## config.mk

```make
export PLATFORM = sky130hd
export DESIGN_NAME = set_assoc_cache
export DESIGN_NICKNAME = d
export VERILOG_FILES = /design/src/rtl/set_assoc_cache.sv
export SDC_FILE = /design/constraint.sdc
export NUM_CORES = 2
export LEC_CHECK = 0
export ABC_AREA = 1
export BUFFER_PORTS_ARGS = -buffer_cell sky130_fd_sc_hd__buf_2
export CORE_MARGIN = 5
export CORE_UTILIZATION = 30
export CTS_BUF_LIST = sky130_fd_sc_hd__clkbuf_8
export CTS_CLUSTER_SIZE = 20
export DETAILED_ROUTE_END_ITERATION = 12
export PLACE_DENSITY = 0.56
export SLEW_MARGIN = 0
export SYNTH_ARGS = -nofsm -noshare
export SYNTH_HDL_FRONTEND = slang
export SYNTH_SLANG_ARGS = --single-unit
```

## constraint.sdc

```tcl
create_clock -name clk -period 3.55 [get_ports clk]
set_input_delay 0.355 -clock clk [delete_from_list [all_inputs] [get_ports clk]]
set_output_delay 0.355 -clock clk [all_outputs]
set_load 0.02 [all_outputs]
```

## src/rtl/set_assoc_cache.sv

```systemverilog
// ---------------------------------------------------------------------------
// set_assoc_cache
//
// N-way set-associative, write-back, write-allocate cache with true-LRU
// replacement.  A single request is handled at a time.  Requests use a
// valid/ready handshake and are answered with a one-cycle response pulse.
// Misses go out over a block-wide backing-memory port that uses a req/ack
// handshake.  A dirty victim is written back before the refill.
//
// Ports:
//   clk, reset              clock, asynchronous active-high reset
//   req_valid / req_ready   request handshake (accepted only in IDLE)
//   req_write, req_addr,    request: write flag, block address {tag,index},
//   req_offset, req_wdata   word offset within the block, write data
//   resp_valid              one-cycle response pulse
//   resp_hit, resp_rdata    hit flag and read word (or the written word)
//   mem_req, mem_we         memory transaction pending; 1 = writeback, 0 = refill
//   mem_addr, mem_wdata     block address and victim block (word j at j*DATA_WIDTH)
//   mem_ack, mem_rdata      transaction done; refill block
//   hit_counter, miss_counter, total_requests, writeback_counter
//                           statistics (32-bit, wrapping)
//
// Optional feature: define CACHE_STATS_EN to build the statistics counters.
// Without it the four counter outputs are tied to zero.
// ---------------------------------------------------------------------------
module set_assoc_cache #(
    parameter int DATA_WIDTH   = 16,
    parameter int ADDR_WIDTH   = 16,
    parameter int NUM_SETS     = 8,
    parameter int WAYS         = 2,
    parameter int BLOCK_SIZE   = 4,
    parameter int OFFSET_WIDTH = 2
) (
    input  logic                               clk,
    input  logic                               reset,
    input  logic                               req_valid,
    output logic                               req_ready,
    input  logic                               req_write,
    input  logic [ADDR_WIDTH-1:0]              req_addr,
    input  logic [OFFSET_WIDTH-1:0]            req_offset,
    input  logic [DATA_WIDTH-1:0]              req_wdata,
    output logic                               resp_valid,
    output logic                               resp_hit,
    output logic [DATA_WIDTH-1:0]              resp_rdata,
    output logic                               mem_req,
    output logic                               mem_we,
    output logic [ADDR_WIDTH-1:0]              mem_addr,
    output logic [DATA_WIDTH*BLOCK_SIZE-1:0]   mem_wdata,
    input  logic                               mem_ack,
    input  logic [DATA_WIDTH*BLOCK_SIZE-1:0]   mem_rdata,
    output logic [31:0]                        hit_counter,
    output logic [31:0]                        miss_counter,
    output logic [31:0]                        total_requests,
    output logic [31:0]                        writeback_counter
);

    localparam int INDEX_WIDTH = $clog2(NUM_SETS);
    localparam int TAG_WIDTH   = ADDR_WIDTH - INDEX_WIDTH;
    localparam int WAY_WIDTH   = $clog2(WAYS);
    localparam int BLOCK_WIDTH = DATA_WIDTH * BLOCK_SIZE;

    typedef enum logic [2:0] {IDLE, LOOKUP, WRITEBACK, REFILL, RESP} state_t;

    state_t state, state_next;

    logic                    lat_write;
    logic [ADDR_WIDTH-1:0]   lat_addr;
    logic [OFFSET_WIDTH-1:0] lat_offset;
    logic [DATA_WIDTH-1:0]   lat_wdata;
    logic [WAY_WIDTH-1:0]    victim_q;

    logic [WAYS-1:0]         valid_bits [NUM_SETS];
    logic [WAYS-1:0]         dirty_bits [NUM_SETS];
    logic [WAY_WIDTH-1:0]    age        [NUM_SETS][WAYS];
    logic [TAG_WIDTH-1:0]    tag_mem    [NUM_SETS][WAYS];
    logic [BLOCK_WIDTH-1:0]  data_mem   [NUM_SETS][WAYS];

    logic [INDEX_WIDTH-1:0]  index;
    logic [TAG_WIDTH-1:0]    tag;
    logic                    hit;
    logic [WAY_WIDTH-1:0]    hit_way;
    logic                    victim_found;
    logic [WAY_WIDTH-1:0]    victim_way;
    logic                    touch;
    logic [WAY_WIDTH-1:0]    touch_way;
    logic [BLOCK_WIDTH-1:0]  refill_block;
    logic                    accept;

    assign index  = lat_addr[INDEX_WIDTH-1:0];
    assign tag    = lat_addr[ADDR_WIDTH-1:INDEX_WIDTH];
    assign accept = (state == IDLE) && req_valid;

    // Tag match across all valid ways of the addressed set.
    always_comb begin
        hit     = 1'b0;
        hit_way = '0;
        for (int w = 0; w < WAYS; w++) begin
            if (!hit && valid_bits[index][w] && tag_mem[index][w] == tag) begin
                hit     = 1'b1;
                hit_way = WAY_WIDTH'(w);
            end
        end
    end

    // Victim: lowest-index invalid way; once the set is full, the way whose
    // age is the maximum (ages are a permutation, so max is WAYS-1).
    always_comb begin
        victim_found = 1'b0;
        victim_way   = '0;
        for (int w = 0; w < WAYS; w++) begin
            if (!victim_found && !valid_bits[index][w]) begin
                victim_found = 1'b1;
                victim_way   = WAY_WIDTH'(w);
            end
        end
        if (!victim_found) begin
            for (int w = 0; w < WAYS; w++) begin
                if (age[index][w] == WAY_WIDTH'(WAYS - 1)) begin
                    victim_way = WAY_WIDTH'(w);
                end
            end
        end
    end

    // Refill data with the pending write word merged in (write-allocate).
    always_comb begin
        refill_block = mem_rdata;
        if (lat_write) begin
            refill_block[lat_offset*DATA_WIDTH +: DATA_WIDTH] = lat_wdata;
        end
    end

    // A way is "touched" for LRU purposes on a hit and on refill completion.
    assign touch     = ((state == LOOKUP) && hit) || ((state == REFILL) && mem_ack);
    assign touch_way = (state == LOOKUP) ? hit_way : victim_q;

    // Next-state and handshake outputs.  The memory port is driven purely
    // from state so reset drops mem_req immediately.
    always_comb begin
        state_next = state;
        req_ready  = 1'b0;
        resp_valid = 1'b0;
        mem_req    = 1'b0;
        mem_we     = 1'b0;
        mem_addr   = '0;
        mem_wdata  = '0;
        case (state)
            IDLE: begin
                req_ready = 1'b1;
                if (req_valid) state_next = LOOKUP;
            end
            LOOKUP: begin
                if (hit)
                    state_next = RESP;
                else if (valid_bits[index][victim_way] && dirty_bits[index][victim_way])
                    state_next = WRITEBACK;
                else
                    state_next = REFILL;
            end
            WRITEBACK: begin
                mem_req   = 1'b1;
                mem_we    = 1'b1;
                mem_addr  = {tag_mem[index][victim_q], index};
                mem_wdata = data_mem[index][victim_q];
                if (mem_ack) state_next = REFILL;
            end
            REFILL: begin
                mem_req  = 1'b1;
                mem_addr = lat_addr;
                if (mem_ack) state_next = RESP;
            end
            RESP: begin
                resp_valid = 1'b1;
                state_next = IDLE;
            end
            default: state_next = IDLE;
        endcase
    end

    // Control state: FSM, request latch, response registers, valid/dirty
    // bits and LRU ages.
    always_ff @(posedge clk or posedge reset) begin
        if (reset) begin
            state      <= IDLE;
            lat_write  <= 1'b0;
            lat_addr   <= '0;
            lat_offset <= '0;
            lat_wdata  <= '0;
            victim_q   <= '0;
            resp_hit   <= 1'b0;
            resp_rdata <= '0;
            for (int s = 0; s < NUM_SETS; s++) begin
                valid_bits[s] <= '0;
                dirty_bits[s] <= '0;
                for (int w = 0; w < WAYS; w++) begin
                    age[s][w] <= WAY_WIDTH'(w);
                end
            end
        end else begin
            state <= state_next;
            if (accept) begin
                lat_write  <= req_write;
                lat_addr   <= req_addr;
                lat_offset <= req_offset;
                lat_wdata  <= req_wdata;
            end
            if (state == LOOKUP) begin
                victim_q <= victim_way;
                if (hit) begin
                    resp_hit   <= 1'b1;
                    resp_rdata <= lat_write ? lat_wdata
                                  : data_mem[index][hit_way][lat_offset*DATA_WIDTH +: DATA_WIDTH];
                    if (lat_write) dirty_bits[index][hit_way] <= 1'b1;
                end
            end
            if ((state == WRITEBACK) && mem_ack) begin
                dirty_bits[index][victim_q] <= 1'b0;
            end
            if ((state == REFILL) && mem_ack) begin
                valid_bits[index][victim_q] <= 1'b1;
                dirty_bits[index][victim_q] <= lat_write;
                resp_hit   <= 1'b0;
                resp_rdata <= refill_block[lat_offset*DATA_WIDTH +: DATA_WIDTH];
            end
            if (touch) begin
                for (int w = 0; w < WAYS; w++) begin
                    if (age[index][w] < age[index][touch_way]) begin
                        age[index][w] <= age[index][w] + WAY_WIDTH'(1);
                    end
                end
                age[index][touch_way] <= '0;
            end
        end
    end

    // Tag and data arrays carry no reset; valid bits qualify them.
    always_ff @(posedge clk) begin
        if ((state == LOOKUP) && hit && lat_write) begin
            data_mem[index][hit_way][lat_offset*DATA_WIDTH +: DATA_WIDTH] <= lat_wdata;
        end
        if ((state == REFILL) && mem_ack) begin
            data_mem[index][victim_q] <= refill_block;
            tag_mem[index][victim_q]  <= tag;
        end
    end

`ifdef CACHE_STATS_EN
    // Statistics counters, wrapping modulo 2^32.
    always_ff @(posedge clk or posedge reset) begin
        if (reset) begin
            hit_counter       <= '0;
            miss_counter      <= '0;
            total_requests    <= '0;
            writeback_counter <= '0;
        end else begin
            if (accept) total_requests <= total_requests + 32'd1;
            if (state == LOOKUP) begin
                if (hit) hit_counter  <= hit_counter + 32'd1;
                else     miss_counter <= miss_counter + 32'd1;
            end
            if ((state == WRITEBACK) && mem_ack) begin
                writeback_counter <= writeback_counter + 32'd1;
            end
        end
    end
`else
    assign hit_counter       = '0;
    assign miss_counter      = '0;
    assign total_requests    = '0;
    assign writeback_counter = '0;
`endif

endmodule

```

==> key figures <==
Place
  – Pre-CTS WS: -0.131 ns
  – Count of buffers from port buffering: 203
  – Global placement routability congestion: 0.987
  – Total cell area at the placement stage: 0.0647 sq mm
  – Post-DP HPWL: 150 mm

Synthesis
  – Synthesized-area fraction occupied by xor and xnor cells: 0.0152%
  – Top_reg_cell synth: sky130_fd_sc_hd__edfxtp_1
  – Compound-cell area share of the yosys netlist: 10.0%
  – Post-synthesis area per instance: 11.4 sq um
  – Post-synthesis adder-cell area fraction: 0.109%
  – Seq/Total Area, Yosys: 68.7%
  – Dominant combinational cell family by area after synthesis: simple AND/OR/NAND/NOR gates
  – Count of flip-flops with a built-in enable after synthesis: 1232
  – Simple-gate share of the synthesized area: 14.5%
  – Flop and latch count out of synthesis: 1336
  – Async SR Flop Fraction: 7.78%
  – Share of cell area taken by muxes after synthesis: 0.0195%
  – Yosys warning count: 0
  – Cells after synthesis: 5075
  – Mapped Area: 0.0576 sq mm
  – Synth cell types: 50

Min path
  – Hold WC Path Type: input port to async pin

Power
  – Final Power: 65.7 mW
  – Sequential cell fraction of total power: 32.1%
  – Internal power: 37.3 mW
  – Power share of the combinational group: 48.4%
  – Net switching power of the design: 28.4 mW
  – Worst IR Drop VDD: 0.000474 V
  – Static leakage: 28.6 nW
  – Switching part of the total: 43.2%
  – Power per cell area: 884 mW/mm^2
  – Clk pwr share: 19.6%

GRT
  – Residual overflow from global routing: 0
  – Largest net degree at the start of global routing: 127
  – GRT Overall Usage: 22.2%
  – Number of antenna violations at the first check in global routing: 10
  – First-pass GRT wire length: 318 mm
  – Vias in the first global route: 42847

Floorplanning
  – Die Area: 0.201 sq mm
  – Overall die width: 448 microns
  – # IOs: 332
  – Die Span Y: 448 microns
  – Area of the core region: 0.192 sq mm
  – Effective utilization at floorplan: 30.1%
  – Site Rows: 161

Route
  – Vias per cell: 5.23
  – Count of vias placed by the detailed router: 45120
  – Total wire length after detailed routing: 232 mm
  – Starting DRT DRC Count: 5653
  – Antenna viol nets, final: 0
  – Number of iterations in the first detailed-routing pass: 6
  – Routed length per instance: 26.9 microns
  – Post-route DRC: 0

Clock tree
  – Clock transition at the registers of the reported paths: 0.06 ns
  – Number of levels in the clock H-tree: 4
  – Clock insertion delay at the later pin of the skew report: 1.03 ns
  – CTS buffer count: 218
  – TritonCTS clock tree: yes
  – Bufs on Longest Clock Path: 3
  – Clock root buffer: sky130_fd_sc_hd__clkbuf_8
  – Clock sink total: 1336

STA
  – Clock skew after layout: 0.130 ns
  – Final worst setup slack: -0.370 ns
  – Least-Margin Pin Slew: 1.56 ns
  – Final hold vios: 0
  – Period utilisation layout: 110%
  – Final critical path time including I/O delays and setup: 3.92 ns
  – Worst slew margin relative to its limit: -5.04%
  – Achievable frequency: 0.255 GHz
  – RSZ-0062 raised after global routing: true
  – Final Max Tran Viols: 9
  – Endpoints failing setup: 856
  – Final sum of negative setup slack: -72.52 ns

Critical path
  – Required time of the critical path: 3.19 ns
  – Highest net fanout along the worst path: 7
  – Category of the critical setup timing path: flip-flop to primary output
  – Critical path endpoint category: primary output
  – Arrival time at the worst endpoint: 3.57 ns
  – Kind of launch point of the worst setup path: flip-flop
  – Worst setup path startpoint: lat_addr[0]
  – Worst R2R Start: lat_addr[0]
  – Register-to-Register Setup Slack: -0.25 ns

Finish
  – Layout overhead on the synthesized area: 28.9%
  – Fin util: 38.8%
  – Fraction of final layout cells sized beyond drive strength 1: 24.4%
  – Total number of nets in the final design: 6018
  – Total non-filler cell area in the finished layout: 0.0743 sq mm

Run status
  – Run status: finished with violations
  – Violations in the final reports: capacitance limit, slew limit, setup timing

Flow run
  – Max Cap Violations: 1
## area by class of cell
cell class,count,area [sq um]
Inverter,425,1710
Clock inverter,179,1020
Fill cell,18272,117000
Clock buffer,223,3070
Tap cell,2526,3160
Multi-Input combinational cell,3022,16400
Timing Repair Buffer,906,9320
Sequential cell,1336,39600
Antenna cell,14,35.0
Timing Repair inverter,1,8.76
## synthesized netlist by cell type, types with 2 or more instances
cell	n	area share, %
sky130_fd_sc_hd__o2111a_1	5	0.098
sky130_fd_sc_hd__nor2_4	4	0.078
sky130_fd_sc_hd__o22ai_1	20	0.22
sky130_fd_sc_hd__inv_2	8	0.052
sky130_fd_sc_hd__buf_2	63	0.55
sky130_fd_sc_hd__dfstp_2	8	0.36
sky130_fd_sc_hd__ha_1	5	0.11
sky130_fd_sc_hd__a21oi_1	85	0.74
sky130_fd_sc_hd__buf_1	37	0.24
sky130_fd_sc_hd__nand3b_1	6	0.078
sky130_fd_sc_hd__nand2_1	1128	7.3
sky130_fd_sc_hd__o21ai_1	9	0.078
sky130_fd_sc_hd__edfxtp_1	1232	64
sky130_fd_sc_hd__and2_1	2	0.022
sky130_fd_sc_hd__buf_4	141	1.8
sky130_fd_sc_hd__o41ai_1	2	0.030
sky130_fd_sc_hd__nor2_1	385	2.5
sky130_fd_sc_hd__a31oi_1	14	0.15
sky130_fd_sc_hd__buf_6	7	0.14
sky130_fd_sc_hd__clkbuf_1	171	1.1
sky130_fd_sc_hd__a221oi_1	133	2.0
sky130_fd_sc_hd__or2_1	2	0.022
sky130_fd_sc_hd__or2_2	24	0.26
sky130_fd_sc_hd__a22o_1	85	1.3
sky130_fd_sc_hd__o211ai_1	9	0.12
sky130_fd_sc_hd__a21boi_0	5	0.065
sky130_fd_sc_hd__nand2_2	5	0.054
sky130_fd_sc_hd__dfrtp_1	96	4.2
sky130_fd_sc_hd__o2bb2ai_1	10	0.15
sky130_fd_sc_hd__a22oi_1	123	1.6
sky130_fd_sc_hd__o21ai_0	367	3.2
sky130_fd_sc_hd__nand4_1	97	1.1
sky130_fd_sc_hd__nand3_1	315	2.7
sky130_fd_sc_hd__nor3_1	30	0.26
sky130_fd_sc_hd__o32ai_1	11	0.17
sky130_fd_sc_hd__inv_1	417	2.7
## final timing paths
path,end,cells past startpoint
max,mem_wdata[43],12
min reg2reg,valid_bits[10],2
max reg2reg,resp_rdata[1],25
min,age[13],3
min in group clk,resp_rdata[12],9
max in group asynchronous,lat_addr[4],4
## kinds of logic after synthesis
kind of cell,count (synthesis)
AOI/OAI and AO/OA,886
xor gates and xnor gates,1
adders and majority gates,5
buffers and inverters,844
DFF,1336
muxes,1
other,1
and+or+nand+nor,2001
## state kept, by name (all words and copies together), names as in the netlist
register / count
lat_addr: 16
victim_q: 1
dirty_bits: 16
lat_wdata: 16
age: 16
lat_offset: 2
tag_mem: 208
data_mem: 1024
resp_hit: 1
valid_bits: 16
state: 3
lat_write: 1
resp_rdata: 16
## per-layer routing
layer	track usage, %	vias to the layer above	wire length, microns
met5	0	-	0
met4	14.2	0	17900
met3	4.08	659	21000
met2	35.1	2686	106000
met1	28.1	22273	87300
li1	-	19502	-
## through the flow
stage | hold slack (ns) | std cells
floorplan | 0.419 | 5202
global placement | 0.433 | 7959
detailed placement | 0.438 | 7959
CTS | 0.00729 | 8573
global route | 0.0614 | 8625
finish | 0.0680 | 8632
## placed cells by master, fill, tap and decap left out, drive strengths merged, types with 14 or more instances in the layout
master,instances
nand4,97
nor2,390
a31oi,14
dfrtp,96
o22ai,20
a22o,85
nand3,315
a22oi,123
o21ai,377
a221oi,133
diode,14
dlygate4sd3,40
edfxtp,1232
inv,506
clkinv,91
or2,26
nand2,1134
buf,844
conb,128
clkbuf,232
nor3,30
a21oi,86
## worst max-delay path, stage by stage, from the launching register on
cell and delay (ns):
sky130_fd_sc_hd__dfrtp_4 0.54, sky130_fd_sc_hd__buf_12 0.16, sky130_fd_sc_hd__buf_12 0.14, sky130_fd_sc_hd__nand2_8 0.11, sky130_fd_sc_hd__clkinv_16 0.11, sky130_fd_sc_hd__buf_16 0.17, sky130_fd_sc_hd__a22o_1 0.20, sky130_fd_sc_hd__a221oi_2 0.19
sky130_fd_sc_hd__nand4_1 0.31, sky130_fd_sc_hd__nor2_1 0.20, sky130_fd_sc_hd__nor2_1 0.06, sky130_fd_sc_hd__buf_4 0.18, sky130_fd_sc_hd__buf_6 0.14
## power by group through the flow
stage	Sequential (mW)	Combinational [mW]	Clock, mW
global route	21.1	32.8	13.8
floorplan	21.2	12.1	0
detailed placement	21.3	25.0	0
finish	21.1	31.8	12.8
global placement	21.3	24.9	0
CTS	21.0	29.6	13.0
## what timing repair did
action / CTS / global route
pin swaps: 129 / 98
endpoints found under the setup margin: 371 / 1451
endpoints found under the hold margin: 141 / 0
gates cloned: 28 / 10
setup buffers: 148 / 43
gates resized for setup: 458 / 242
hold buffers: 40 / 0
Note: power is estimated with default switching activity, not from simulation.
